`src/rtl/cv32e40x_prefetcher_mo.sv`:
```
// Multi-outstanding instruction prefetcher: issues sequential word fetches on OBI,
// buffers responses in a FIFO and drops responses that belong to a flushed stream.
module cv32e40x_prefetcher_mo #(
    parameter int unsigned DEPTH           = 4,
    parameter int unsigned MAX_OUTSTANDING = 2
) (
    input  logic                                 clk,
    input  logic                                 rst,
    input  logic                                 branch_i,
    input  logic [31:0]                          branch_addr_i,
    output logic                                 trans_valid_o,
    input  logic                                 trans_ready_i,
    output logic [31:0]                          trans_addr_o,
    input  logic                                 resp_valid_i,
    input  logic [31:0]                          resp_rdata_i,
    input  logic                                 resp_err_i,
    output logic                                 instr_valid_o,
    input  logic                                 instr_ready_i,
    output logic [31:0]                          instr_rdata_o,
    output logic [31:0]                          instr_addr_o,
    output logic                                 instr_err_o,
    output logic [$clog2(MAX_OUTSTANDING+1)-1:0] outstanding_o,
    output logic                                 busy_o
);

    localparam int unsigned OW = $clog2(MAX_OUTSTANDING + 1);
    localparam int unsigned CW = $clog2(DEPTH + 1);
    localparam int unsigned PW = $clog2(DEPTH);
    localparam int unsigned AW = (MAX_OUTSTANDING > 1) ? $clog2(MAX_OUTSTANDING) : 1;

    typedef enum logic [1:0] {IDLE, RUN, HOLD} state_e;

    typedef struct packed {
        logic [31:0] rdata;
        logic        err;
        logic [31:0] addr;
    } entry_t;

    state_e         state_q, state_d;
    logic [31:0]    fetch_addr_q, fetch_addr_d, hold_addr_q;
    logic [31:0]    branch_word;
    logic [OW-1:0]  outstanding_q, outstanding_d;
    logic [OW-1:0]  discard_q, discard_d;

    entry_t         fifo_q [2**PW];
    logic [PW-1:0]  rptr_q, wptr_q;
    logic [CW-1:0]  count_q;

    logic [31:0]    aq_q [2**AW];
    logic [AW-1:0]  aq_rptr_q, aq_wptr_q;

    logic           credit, grant, hold_grant, rec, push, pop, drop_old;
    entry_t         head;

    function automatic logic [PW-1:0] inc_f(input logic [PW-1:0] p);
        if (32'(p) == DEPTH - 1) return '0;
        return p + PW'(1);
    endfunction

    function automatic logic [AW-1:0] inc_a(input logic [AW-1:0] p);
        if (32'(p) >= MAX_OUTSTANDING - 1) return '0;
        return p + AW'(1);
    endfunction

    assign branch_word = branch_addr_i & ~32'h3;

    // Discard-pending requests count against both limits, keeping credit conservative.
    assign credit = (32'(outstanding_q) < MAX_OUTSTANDING) &&
                    ((32'(outstanding_q) + 32'(count_q)) < DEPTH);

    always_comb begin
        state_d       = state_q;
        trans_valid_o = 1'b0;
        trans_addr_o  = fetch_addr_q;
        case (state_q)
            IDLE: begin
                if (branch_i) state_d = RUN;
            end
            RUN: begin
                trans_valid_o = credit;
                if (branch_i && credit && !trans_ready_i) state_d = HOLD;
            end
            HOLD: begin
                // Old request must stay on the bus until granted; fetch_addr already holds the target.
                trans_valid_o = 1'b1;
                trans_addr_o  = hold_addr_q;
                if (trans_ready_i) state_d = RUN;
            end
            default: state_d = IDLE;
        endcase
    end

    assign grant      = trans_valid_o && trans_ready_i;
    assign hold_grant = grant && (state_q == HOLD);
    assign rec        = grant && (state_q == RUN) && !branch_i;
    assign drop_old   = resp_valid_i && (discard_q != '0);
    assign push       = resp_valid_i && !branch_i && (discard_q == '0);
    assign pop        = instr_valid_o && instr_ready_i && !branch_i;

    always_comb begin
        fetch_addr_d = fetch_addr_q;
        if (branch_i)                        fetch_addr_d = branch_word;
        else if (grant && state_q == RUN)    fetch_addr_d = fetch_addr_q + 32'd4;
    end

    always_comb begin
        outstanding_d = outstanding_q;
        case ({grant, resp_valid_i})
            2'b10:   outstanding_d = outstanding_q + OW'(1);
            2'b01:   outstanding_d = outstanding_q - OW'(1);
            default: outstanding_d = outstanding_q;
        endcase
    end

    // On a branch everything still in flight (incl. this cycle's grant) belongs to the old stream.
    always_comb begin
        discard_d = discard_q;
        if (branch_i) begin
            discard_d = outstanding_d;
        end else begin
            if (hold_grant) discard_d = discard_d + OW'(1);
            if (drop_old)   discard_d = discard_d - OW'(1);
        end
    end

    always_ff @(posedge clk or posedge rst) begin
        if (rst) begin
            state_q       <= IDLE;
            fetch_addr_q  <= '0;
            hold_addr_q   <= '0;
            outstanding_q <= '0;
            discard_q     <= '0;
            rptr_q        <= '0;
            wptr_q        <= '0;
            count_q       <= '0;
            aq_rptr_q     <= '0;
            aq_wptr_q     <= '0;
        end else begin
            state_q       <= state_d;
            fetch_addr_q  <= fetch_addr_d;
            outstanding_q <= outstanding_d;
            discard_q     <= discard_d;
            if (state_q == RUN && state_d == HOLD) hold_addr_q <= fetch_addr_q;
            if (branch_i) begin
                rptr_q    <= '0;
                wptr_q    <= '0;
                count_q   <= '0;
                aq_rptr_q <= '0;
                aq_wptr_q <= '0;
            end else begin
                if (push) wptr_q <= inc_f(wptr_q);
                if (pop)  rptr_q <= inc_f(rptr_q);
                case ({push, pop})
                    2'b10:   count_q <= count_q + CW'(1);
                    2'b01:   count_q <= count_q - CW'(1);
                    default: count_q <= count_q;
                endcase
                if (rec)  aq_wptr_q <= inc_a(aq_wptr_q);
                if (push) aq_rptr_q <= inc_a(aq_rptr_q);
            end
        end
    end

    // Storage needs no reset: outputs are gated by instr_valid_o.
    always_ff @(posedge clk) begin
        if (push) fifo_q[wptr_q] <= {resp_rdata_i, resp_err_i, aq_q[aq_rptr_q]};
        if (rec)  aq_q[aq_wptr_q] <= trans_addr_o;
    end

    assign head          = fifo_q[rptr_q];
    assign instr_valid_o = (count_q != '0);
    assign instr_rdata_o = instr_valid_o ? head.rdata : '0;
    assign instr_addr_o  = instr_valid_o ? head.addr  : '0;
    assign instr_err_o   = instr_valid_o ? head.err   : 1'b0;
    assign outstanding_o = outstanding_q;
    assign busy_o        = (outstanding_q != '0) || (count_q != '0);

`ifndef SYNTHESIS
    a_no_spurious_resp : assert property (@(posedge clk) disable iff (rst)
        resp_valid_i |-> (outstanding_q != '0));
    a_no_overflow : assert property (@(posedge clk) disable iff (rst)
        (push && (32'(count_q) == DEPTH)) |-> pop);
    a_addr_stable : assert property (@(posedge clk) disable iff (rst)
        (trans_valid_o && !trans_ready_i) |=> (trans_valid_o && $stable(trans_addr_o)));
`endif

endmodule

```
`config.mk`:
```
export PLATFORM = sky130hd
export DESIGN_NAME = cv32e40x_prefetcher_mo
export DESIGN_NICKNAME = d
export VERILOG_FILES = /design/src/rtl/cv32e40x_prefetcher_mo.sv
export SDC_FILE = /design/constraint.sdc
export NUM_CORES = 1
export LEC_CHECK = 0
export BUFFER_PORTS_ARGS = -buffer_cell sky130_fd_sc_hd__buf_2
export CELL_PAD_IN_SITES_DETAIL_PLACEMENT = 0
export CELL_PAD_IN_SITES_GLOBAL_PLACEMENT = 2
export CORE_ASPECT_RATIO = 1.75
export CORE_UTILIZATION = 35
export CTS_CLUSTER_DIAMETER = 40
export DETAILED_ROUTE_END_ITERATION = 10
export GPL_TIMING_DRIVEN = 0
export PLACE_DENSITY_LB_ADDON = 0.05
export SLEW_MARGIN = 20
export SYNTH_ARGS = -nofsm -noshare
export SYNTH_HDL_FRONTEND = slang
export SYNTH_SLANG_ARGS = --single-unit
```
`constraint.sdc`:
```
create_clock -name clk -period 3.9 [get_ports clk]
set_input_delay 0.39 -clock clk [delete_from_list [all_inputs] [get_ports clk]]
set_output_delay 0.39 -clock clk [all_outputs]
set_load 0.01 [all_outputs]
```
==> qor.yml, run 1 <==
pre_cts_ws_ps: 368
mostFrequentLayoutCell: "edfxtp_1"
synth.ff_latch_count: 387
start_util_pct: 35.6
cp_num_cells: 6
ctsHtreeMaxLevel: 2
hold_violations: 0
clock-sinks: 387
finalSetupViolCount: 0
worst_slew_pin_slew_ps: 1030
grt_max_degree: 41
crit_chain: "inv_1, ha_1, clkbuf_1, buf_1, mux2_2, buf_2"
drc_errors: 0
cts_resized: 0
intPower_mw: 9.09
drtIter0Drc: 366
grt_util_all_layers_pct: 16.5
max_cap_viol_count: 0
syn_to_final_growth_pct: 20.6
diodes: 0
dpl.hpwl_um: 25500
synthDistinctLibCells: 47
portBuffers: 166
fp.coreArea_sq_mm: 0.0451
p_leak_nw: 6.77
cp-start-kind: "register"
die-area_sq_mm: 0.0467
setup_tns_ps: 0
drv_slew: 0
r2r_cells: 8
hp-start: "resp_rdata_i[18]"
endpoint_kind: "primary output"
finalClockSkew_ps: 16.5
drt_wl_total_um: 37300
io_pins: 173
hold_path_depth: 1
outcome: "completed"
cp-startpoint: "state_q[0]$_DFF_PP0_"
ys_warn_count: 0
power_mw: 12.9
grt_setup_unrepaired: "no"
antenna_found_initial: 0
max-vdd-ir-drop_v: 0.000307
final_cell_mix: "edfxtp_1 (312), buf_2 (175), mux2_2 (89)"
clk_path_buf_depth: 3
power.density_mw_per_mm2: 667
achievable-frequency_ghz: 0.278
hold_class: "in2reg"
gr-total-overflow: 0
ant_nets: 0
clkLatencyLatePin_ps: 560
synthFlopType: "edfxtp_1"
drive_gt1_share_pct: 35.7
grt_pass1_wl_um: 57600
crit_arrival_ps: 3200
synth_edf_count: 312
synthCells: 927
finish.utilization_pct: 42.9
placed_cells: 1684
reg2reg_from: "state_q[0]$_DFF_PP0_"
place_congestion: 0.770
wl_per_cell_um: 21.2
cpMaxStageDelayCell: "buf_1"
swShare_pct: 29.5
crit_buf_inv: 4
syn-cell-area_sq_mm: 0.0160
final.fill_count: 4150
min_period_ps: 3590
critPathTopFamily: "buffers and inverters"
period_share_pct: 92.1
crit_type: "reg2out"
cts_tree: "yes"
setup_slack_ps: 307
cts_buffers: 44
nNetsFinal: 1239
maxSlewHeadroom_pct: 31.2
grt_pass1_vias: 9612
clockRootBuffer: "clkbuf_16"
pwr-share-comb_pct: 26.6
die_w_um: 164
synthArstFlopShare_pct: 19.4
power_frac_clock_pct: 32.9
routed_via_density: 5.07
die_h_um: 285
cp_max_fo: 10
cp_data_required_time_ps: 3510
power_frac_seq_pct: 40.5
synth.avg_cell_area_sq_um: 17.3
switching_power_mw: 3.81
layout.cells.non_filler: 1764
num_vias: 8945
cp_slowest_stage_delay_ps: 570
dr.pass1.iters: 5
num_rows: 103
clk_pin_slew_ps: 60
synth.yosys.seq_area_share_pct: 70.1
## sequential cells by signal, summed over array words and instances (netlist names)
signal and cells:
aq_q 60, aq_rptr_q 1, aq_wptr_q 1, count_q 3, discard_q 2, fetch_addr_q 30
fifo_q 252, hold_addr_q 30, outstanding_o 2, rptr_q 2, state_q 2, wptr_q 2
## cell usage after synthesis (2+ instances only)
cell type | n | area share [%]
a21boi_0 | 2 | 0.094
a21oi_1 | 4 | 0.12
a31oi_1 | 26 | 1.0
and2_1 | 66 | 2.6
and3_1 | 7 | 0.27
and4_1 | 5 | 0.27
buf_1 | 6 | 0.14
buf_2 | 9 | 0.28
buf_4 | 4 | 0.19
clkbuf_1 | 37 | 0.87
dfrtp_1 | 75 | 12
edfxtp_1 | 312 | 58
ha_1 | 13 | 1.0
inv_1 | 12 | 0.28
mux2_2 | 89 | 6.2
mux2i_1 | 3 | 0.19
mux4_2 | 64 | 9.0
nand2_1 | 26 | 0.61
nand3_1 | 13 | 0.41
nand3b_1 | 6 | 0.28
nand4_1 | 9 | 0.35
nor2_1 | 33 | 0.77
nor2b_1 | 2 | 0.078
nor3_1 | 3 | 0.094
o2111ai_1 | 2 | 0.11
o211ai_1 | 3 | 0.14
o21ai_0 | 14 | 0.44
o31ai_1 | 23 | 1.1
or3_1 | 7 | 0.27
or4_1 | 25 | 1.2
xnor2_1 | 8 | 0.44
xor2_1 | 4 | 0.22
## final timing paths
path / to / slack (ps)
hold / removal: fifo_q[1][51]$_DFFE_PP_ / 40
hold reg to reg: hold_addr_q[17]$_DFFE_PP0P_ / 500
min in group asynchronous: hold_addr_q[27]$_DFFE_PP0P_ / 430
setup / recovery: trans_addr_o[3] / 310
setup reg to reg: aq_q[0][15]$_DFFE_PP_ / 510
max in group asynchronous: fetch_addr_q[6]$_DFFE_PP0P_ / 2850
## worst register-to-register path: stages, from the launching register on
cell	delay [ps]
dfrtp_1	430
inv_1	140
ha_1	340
clkbuf_1	570
o211ai_1	460
nor3_2	540
buf_6	220
buf_4	200
buf_4	210
## cell families after synthesis
| kind of cell | after synthesis | synth area share, % |
|---|---|---|
| DFF | 387 | 70.1 |
| adders and majority gates | 14 | 1.14 |
| muxes | 156 | 15.4 |
| xor gates and xnor gates | 12 | 0.655 |
| other | 1 | 0.0234 |
| buffers and inverters | 68 | 1.76 |
| AOI/OAI and AO/OA | 79 | 3.30 |
| and+or+nand+nor | 210 | 7.58 |
## what timing repair did
action	CTS	global route
hold buffers	1	0
hold endpoints to repair	36	0
buffers inserted	0	0
## stage by stage
stage	hold slack [ps]	area, sq um
floorplan	475	16100
global placement	484	17600
detailed placement	486	17800
CTS	7.76	19300
global route	26.5	19300
finish	43.0	19300
## power by group through the flow
| stage | Clock, mW | Sequential [mW] | Combinational [mW] |
|---|---|---|---|
| global placement | 0 | 5.31 | 3.50 |
| floorplan | 0 | 5.24 | 2.24 |
| finish | 4.25 | 5.22 | 3.43 |
| CTS | 4.37 | 5.22 | 3.58 |
| detailed placement | 0 | 5.31 | 3.56 |
| global route | 4.51 | 5.28 | 3.81 |
## routing by layer
metal,up-vias,GRT usage [%],wire [um]
li1,4109,-,-
met1,4558,19.2,14700
met2,219,30.4,20300
met3,59,2.41,1420
met4,0,5.56,931
met5,-,0,0
## final cells by class
| type | instances | area [sq um] | area share (%) |
|---|---|---|---|
| tap | 577 | 722 | 3.73 |
| sequential | 387 | 11200 | 58.1 |
| timing repair buffer | 178 | 1040 | 5.39 |
| inverter | 12 | 47.5 | 0.246 |
| multi-input combinational | 475 | 4560 | 23.6 |
| clock inverter | 26 | 325 | 1.68 |
| clock buffer | 53 | 1170 | 6.03 |
| buffer | 56 | 236 | 1.22 |
No activity file was read; power rests on OpenSTA's default activity.
==> run 2: changes to the inputs <==
--- a/config.mk
+++ b/config.mk
@@ -6,8 +6,6 @@
 export NUM_CORES = 1
 export LEC_CHECK = 0
 export BUFFER_PORTS_ARGS = -buffer_cell sky130_fd_sc_hd__buf_2
-export CELL_PAD_IN_SITES_DETAIL_PLACEMENT = 0
-export CELL_PAD_IN_SITES_GLOBAL_PLACEMENT = 2
 export CORE_ASPECT_RATIO = 1.75
 export CORE_UTILIZATION = 35
 export CTS_CLUSTER_DIAMETER = 40
==> qor.yml, run 2 (synthesis gave the netlist of run 1 again) <==
placed_area_sq_mm: 0.0178
achievable-frequency_ghz: 0.276
power.density_mw_per_mm2: 657
wl_met2_um: 20200
crit_arrival_ps: 3240
routed_via_density: 5.02
hold_path_depth: 3
cp_data_required_time_ps: 3510
num_vias: 8860
antenna_found_initial: 1
clkLatencyLatePin_ps: 540
dr_wl_met3_um: 1500
dr.pass1.iters: 4
outcome: "completed"
hold_violations: 0
finish.utilization_pct: 42.6
path_common_cell: "clkbuf_1"
drv_slew: 0
hold_path_end: "fetch_addr_q[10]$_DFFE_PP0P_"
grt_pass1_vias: 9664
r2r_end: "fetch_addr_q[14]$_DFFE_PP0P_"
maxUsedRoutingLayer: "met5"
dpl.hpwl_um: 25300
mostFrequentLayoutCell: "edfxtp_1"
wl_met1_um: 14100
hold_class: "in2reg"
cts_resized: 0
cts_tree: "yes"
drtIter0Drc: 575
ctsHtreeMaxLevel: 2
min_period_ps: 3630
period_share_pct: 93.0
max_cap_viol_count: 0
cts_buffers: 45
crit_buf_inv: 4
drt_wl_total_um: 37300
final_cell_mix: "edfxtp_1 (312), buf_2 (175), mux2_2 (89)"
cp_max_fo: 10
clock-sinks: 387
cp_slowest_stage_delay_ps: 580
max-vdd-ir-drop_v: 0.000350
wl_per_cell_um: 21.1
cp-start-kind: "register"
r2r_cells: 7
worst_slew_pin_slew_ps: 1150
drc_errors: 0
syn_to_final_growth_pct: 19.8
r2r_slack_ps: 540
holdWs_ps: 66.2
clk_path_buf_depth: 3
largest_reg_flops: 252
setup_slack_ps: 275
crit_type: "reg2out"
grt_util_all_layers_pct: 16.4
gr-total-overflow: 0
maxSlewHeadroom_pct: 23.0
cpMaxStageDelayCell: "clkbuf_1"
drive_gt1_share_pct: 35.4
max_flop_register: "fifo_q"
reg2reg_from: "state_q[0]$_DFF_PP0_"
final.fill_count: 4172
finalSetupViolCount: 0
grt_pass1_wl_um: 57400
stdcell_area_sq_mm: 0.0192
diodes: 0
grt_setup_unrepaired: "no"
endpoint_kind: "primary output"
crit_chain: "inv_1, ha_1, clkbuf_1, clkbuf_1, o21ai_0, buf_2"
place_congestion: 0.760
io_pins: 173
pre_cts_ws_ps: 331
finalClockSkew_ps: 10.3
p_leak_nw: 6.69
grt_max_degree: 50
die-area_sq_mm: 0.0467
num_rows: 103
critPathTopFamily: "buffers and inverters"
reg_top3: "fifo_q x252, aq_q x60"
hp-start: "branch_addr_i[10]"
fp.coreArea_sq_mm: 0.0451
clk_pin_slew_ps: 60
die_h_um: 285
portBuffers: 166
ant_nets: 0
cts_setup_buffers: 0
clockRootBuffer: "clkbuf_16"
die_w_um: 164
nNetsFinal: 1239
start_util_pct: 35.6
==> run 2: changes by cell type in the layout (fill, tap and decap cells not counted), sizes merged <==
| cell | change |
|---|---|
| buf | -1 |
| bufinv | -4 |
| clkbuf | +4 |
| clkinvlp | +3 |
| inv | -1 |
==> run 2: report_power, final <==
part / internal, mW / switching [mW] / leakage (nW)
Combinational: 1.54 / 1.87 / 2.32
Clock: 2.29 / 1.69 / 0.667
Sequential: 4.99 / 0.230 / 3.70
==> run 2: layer usage <==
layer	vias to the layer above	global-route usage (%)
met5	-	0
met4	2	6.97
met3	67	2.62
met2	194	30.3
met1	4488	18.4
li1	4109	-
==> run 2: tightest hold or removal path, cell delays in order <==
cell and delay [ps]:
buf_2 80, nand2_1 50, nand3_1 60
==> run 2: cell type report <==
type	count	area, sq um	share of cell area, %
Clock buffer	57	1170	6.10
Clock inverter	24	214	1.11
Inverter	12	47.5	0.248
Multi-Input combinational cell	475	4560	23.7
Timing Repair Buffer	177	1010	5.27
Sequential cell	387	11200	58.5
Buffer	56	236	1.23
Tap cell	577	722	3.76
==> run 2: worst max-delay path by stage <==
stage,startpoint,end,slack [ps],cells past startpoint
2_1_floorplan,state_q[0]$_DFF_PP0_,aq_q[0][10]$_DFFE_PP_,30,5
3_3_place_gp,state_q[0]$_DFF_PP0_,aq_q[0][23]$_DFFE_PP_,-2140,5
3_5_place_dp,branch_i,fifo_q[3][37]$_DFFE_PP_,330,7
4_1_cts,state_q[0]$_DFF_PP0_,trans_addr_o[28],180,6
5_1_grt,state_q[0]$_DFF_PP0_,trans_addr_o[14],110,6
6_report,state_q[0]$_DFF_PP0_,trans_addr_o[14],270,6
==> run 2: stage by stage <==
stage	setup TNS (ps)	total power [mW]	std cells
after floorplan	0	7.48	930
after global placement	-521910	8.79	1673
after detailed placement	0	8.85	1683
after CTS	0	12.9	1765
after global routing	0	13.3	1765
final	0	12.6	1765
==> run 2: repair_timing <==
item | in CTS | in global routing
hold buffers | 1 | 0
endpoints found under the setup margin | 0 | 0
hold endpoints to repair | 26 | 0
==> run 3: changes to the inputs <==
--- a/config.mk
+++ b/config.mk
@@ -8,11 +8,11 @@
 export BUFFER_PORTS_ARGS = -buffer_cell sky130_fd_sc_hd__buf_2
 export CORE_ASPECT_RATIO = 1.75
 export CORE_UTILIZATION = 35
+export CTS_BUF_LIST = sky130_fd_sc_hd__clkbuf_8
 export CTS_CLUSTER_DIAMETER = 40
 export DETAILED_ROUTE_END_ITERATION = 10
 export GPL_TIMING_DRIVEN = 0
 export PLACE_DENSITY_LB_ADDON = 0.05
-export SLEW_MARGIN = 20
 export SYNTH_ARGS = -nofsm -noshare
 export SYNTH_HDL_FRONTEND = slang
 export SYNTH_SLANG_ARGS = --single-unit
==> qor.yml, run 3 (synthesis gave the netlist of run 1 again) <==
outcome: "completed"
grt_util_all_layers_pct: 16.4
cts_tree: "yes"
wl_per_cell_um: 20.5
ctsHtreeMaxLevel: 2
pre_cts_ws_ps: 316
syn_to_final_growth_pct: 20.7
grt_setup_unrepaired: "no"
num_rows: 103
cts_resized: 0
crit_type: "reg2out"
grt_pass1_wl_um: 57400
crit_buf_inv: 4
min_period_ps: 3630
drt_wl_total_um: 37400
finalClockSkew_ps: 36.5
placed_area_sq_mm: 0.0178
dpl.hpwl_um: 25300
ant_nets: 0
portBuffers: 166
num_vias: 9159
hold_violations: 0
max_cap_viol_count: 0
path_common_cell: "clkbuf_1"
grt_max_degree: 61
drtIter0Drc: 431
cp-start-kind: "register"
cts_buffers: 59
stdcell_area_sq_mm: 0.0194
clk_pin_slew_ps: 60
cp_max_fo: 10
final.fill_count: 4181
power.density_mw_per_mm2: 610
setup_slack_ps: 269
die_h_um: 285
worst_slew_pin_slew_ps: 1120
critPathTopFamily: "buffers and inverters"
endpoint_kind: "primary output"
die_w_um: 164
crit_arrival_ps: 3240
p_leak_nw: 6.83
io_pins: 173
crit_chain: "inv_1, ha_1, clkbuf_1, clkbuf_1, mux2_2, buf_2"
dr.pass1.iters: 4
drive_gt1_share_pct: 33.9
reg_top3: "fifo_q x252, aq_q x60"
setup_tns_ps: 0
drv_slew: 0
achievable-frequency_ghz: 0.275
die-area_sq_mm: 0.0467
fp.coreArea_sq_mm: 0.0451
period_share_pct: 93.1
maxSlewHeadroom_pct: 25.4
place_congestion: 0.760
hold_class: "in2reg"
antenna_found_initial: 1
clkLatencyLatePin_ps: 610
largest_reg_flops: 252
routed_via_density: 5.00
nNetsFinal: 1297
grt_pass1_vias: 9905
start_util_pct: 35.6
clock-sinks: 387
finish.utilization_pct: 42.9
cp_slowest_stage_delay_ps: 570
gr-total-overflow: 0
drc_errors: 0
max_flop_register: "fifo_q"
max-vdd-ir-drop_v: 0.000406
mostFrequentLayoutCell: "edfxtp_1"
finalSetupViolCount: 0
clockRootBuffer: "clkbuf_8"
cp_data_required_time_ps: 3510
cpMaxStageDelayCell: "clkbuf_1"
final_cell_mix: "edfxtp_1 (312), buf_2 (175), mux2_2 (89)"
clk_path_buf_depth: 3
==> run 3: cell count changes in the layout (fill, tap and decap cells not counted), sizes merged <==
cell,change
buf,-1
bufinv,+1
clkbuf,+3
clkinv,+5
clkinvlp,-2
diode,+1
dlygate4sd3,+45
inv,+13
==> run 3: final timing paths <==
path,cells after the start,endpoint,slack [ps],startpoint
min in group asynchronous,3,hold_addr_q[8]$_DFFE_PP0P_,300,rst
max reg2reg,7,fetch_addr_q[31]$_DFFE_PP0P_,610,state_q[0]$_DFF_PP0_
max,6,trans_addr_o[18],270,state_q[0]$_DFF_PP0_
max in group asynchronous,4,fetch_addr_q[31]$_DFFE_PP0P_,3020,rst
min,3,fetch_addr_q[2]$_DFFE_PP0P_,60,branch_addr_i[2]
min reg2reg,1,hold_addr_q[12]$_DFFE_PP0P_,500,hold_addr_q[12]$_DFFE_PP0P_
==> run 3: worst reg2reg max path, delay by kind of cell, from the launching register on <==
family / cells / cell delay (ps)
buffers and inverters: 3 / 1170
DFF: 1 / 430
adders and majority gates: 1 / 330
AOI/OAI and AO/OA: 1 / 940
and+or+nand+nor: 2 / 300
==> run 3: per-layer routing <==
metal,track usage [%],vias up,share of wire [%],wire (um)
li1,-,4224,-,-
met1,18.2,4616,38,14300
met2,30.5,237,54,20200
met3,2.73,82,4.0,1510
met4,6.90,0,3.8,1430
met5,0,-,0,0
==> run 3: area by class of cell <==
class	count	area [sq um]	area share [%]
clock inverters	41	255	1.32
inverters	12	47.5	0.246
well taps	577	722	3.73
multi-input cells	475	4560	23.5
diodes	1	2.50	0.0129
clock buffers	60	826	4.27
plain buffers	56	236	1.22
flip-flops and latches	387	11200	58.1
repair buffers	221	1460	7.56
==> run 3: timing repair <==
item / CTS / global route
hold buffers: 46 / 0
buffers inserted: 0 / 0
hold endpoints to repair: 159 / 0
==> run 3: per-stage QoR <==
stage	power [mW]	instances	hold WS, ps
6_report	11.8	1830	65.0
5_1_grt	12.5	1830	34.5
4_1_cts	12.1	1829	1.06
3_5_place_dp	8.85	1682	353
3_3_place_gp	8.79	1673	484
2_1_floorplan	7.48	930	475
==> run 3: where the power goes <==
part           internal (mW)  switching, mW
Clock                   1.62           1.52
Combinational           1.58           1.88
Sequential              4.99          0.231
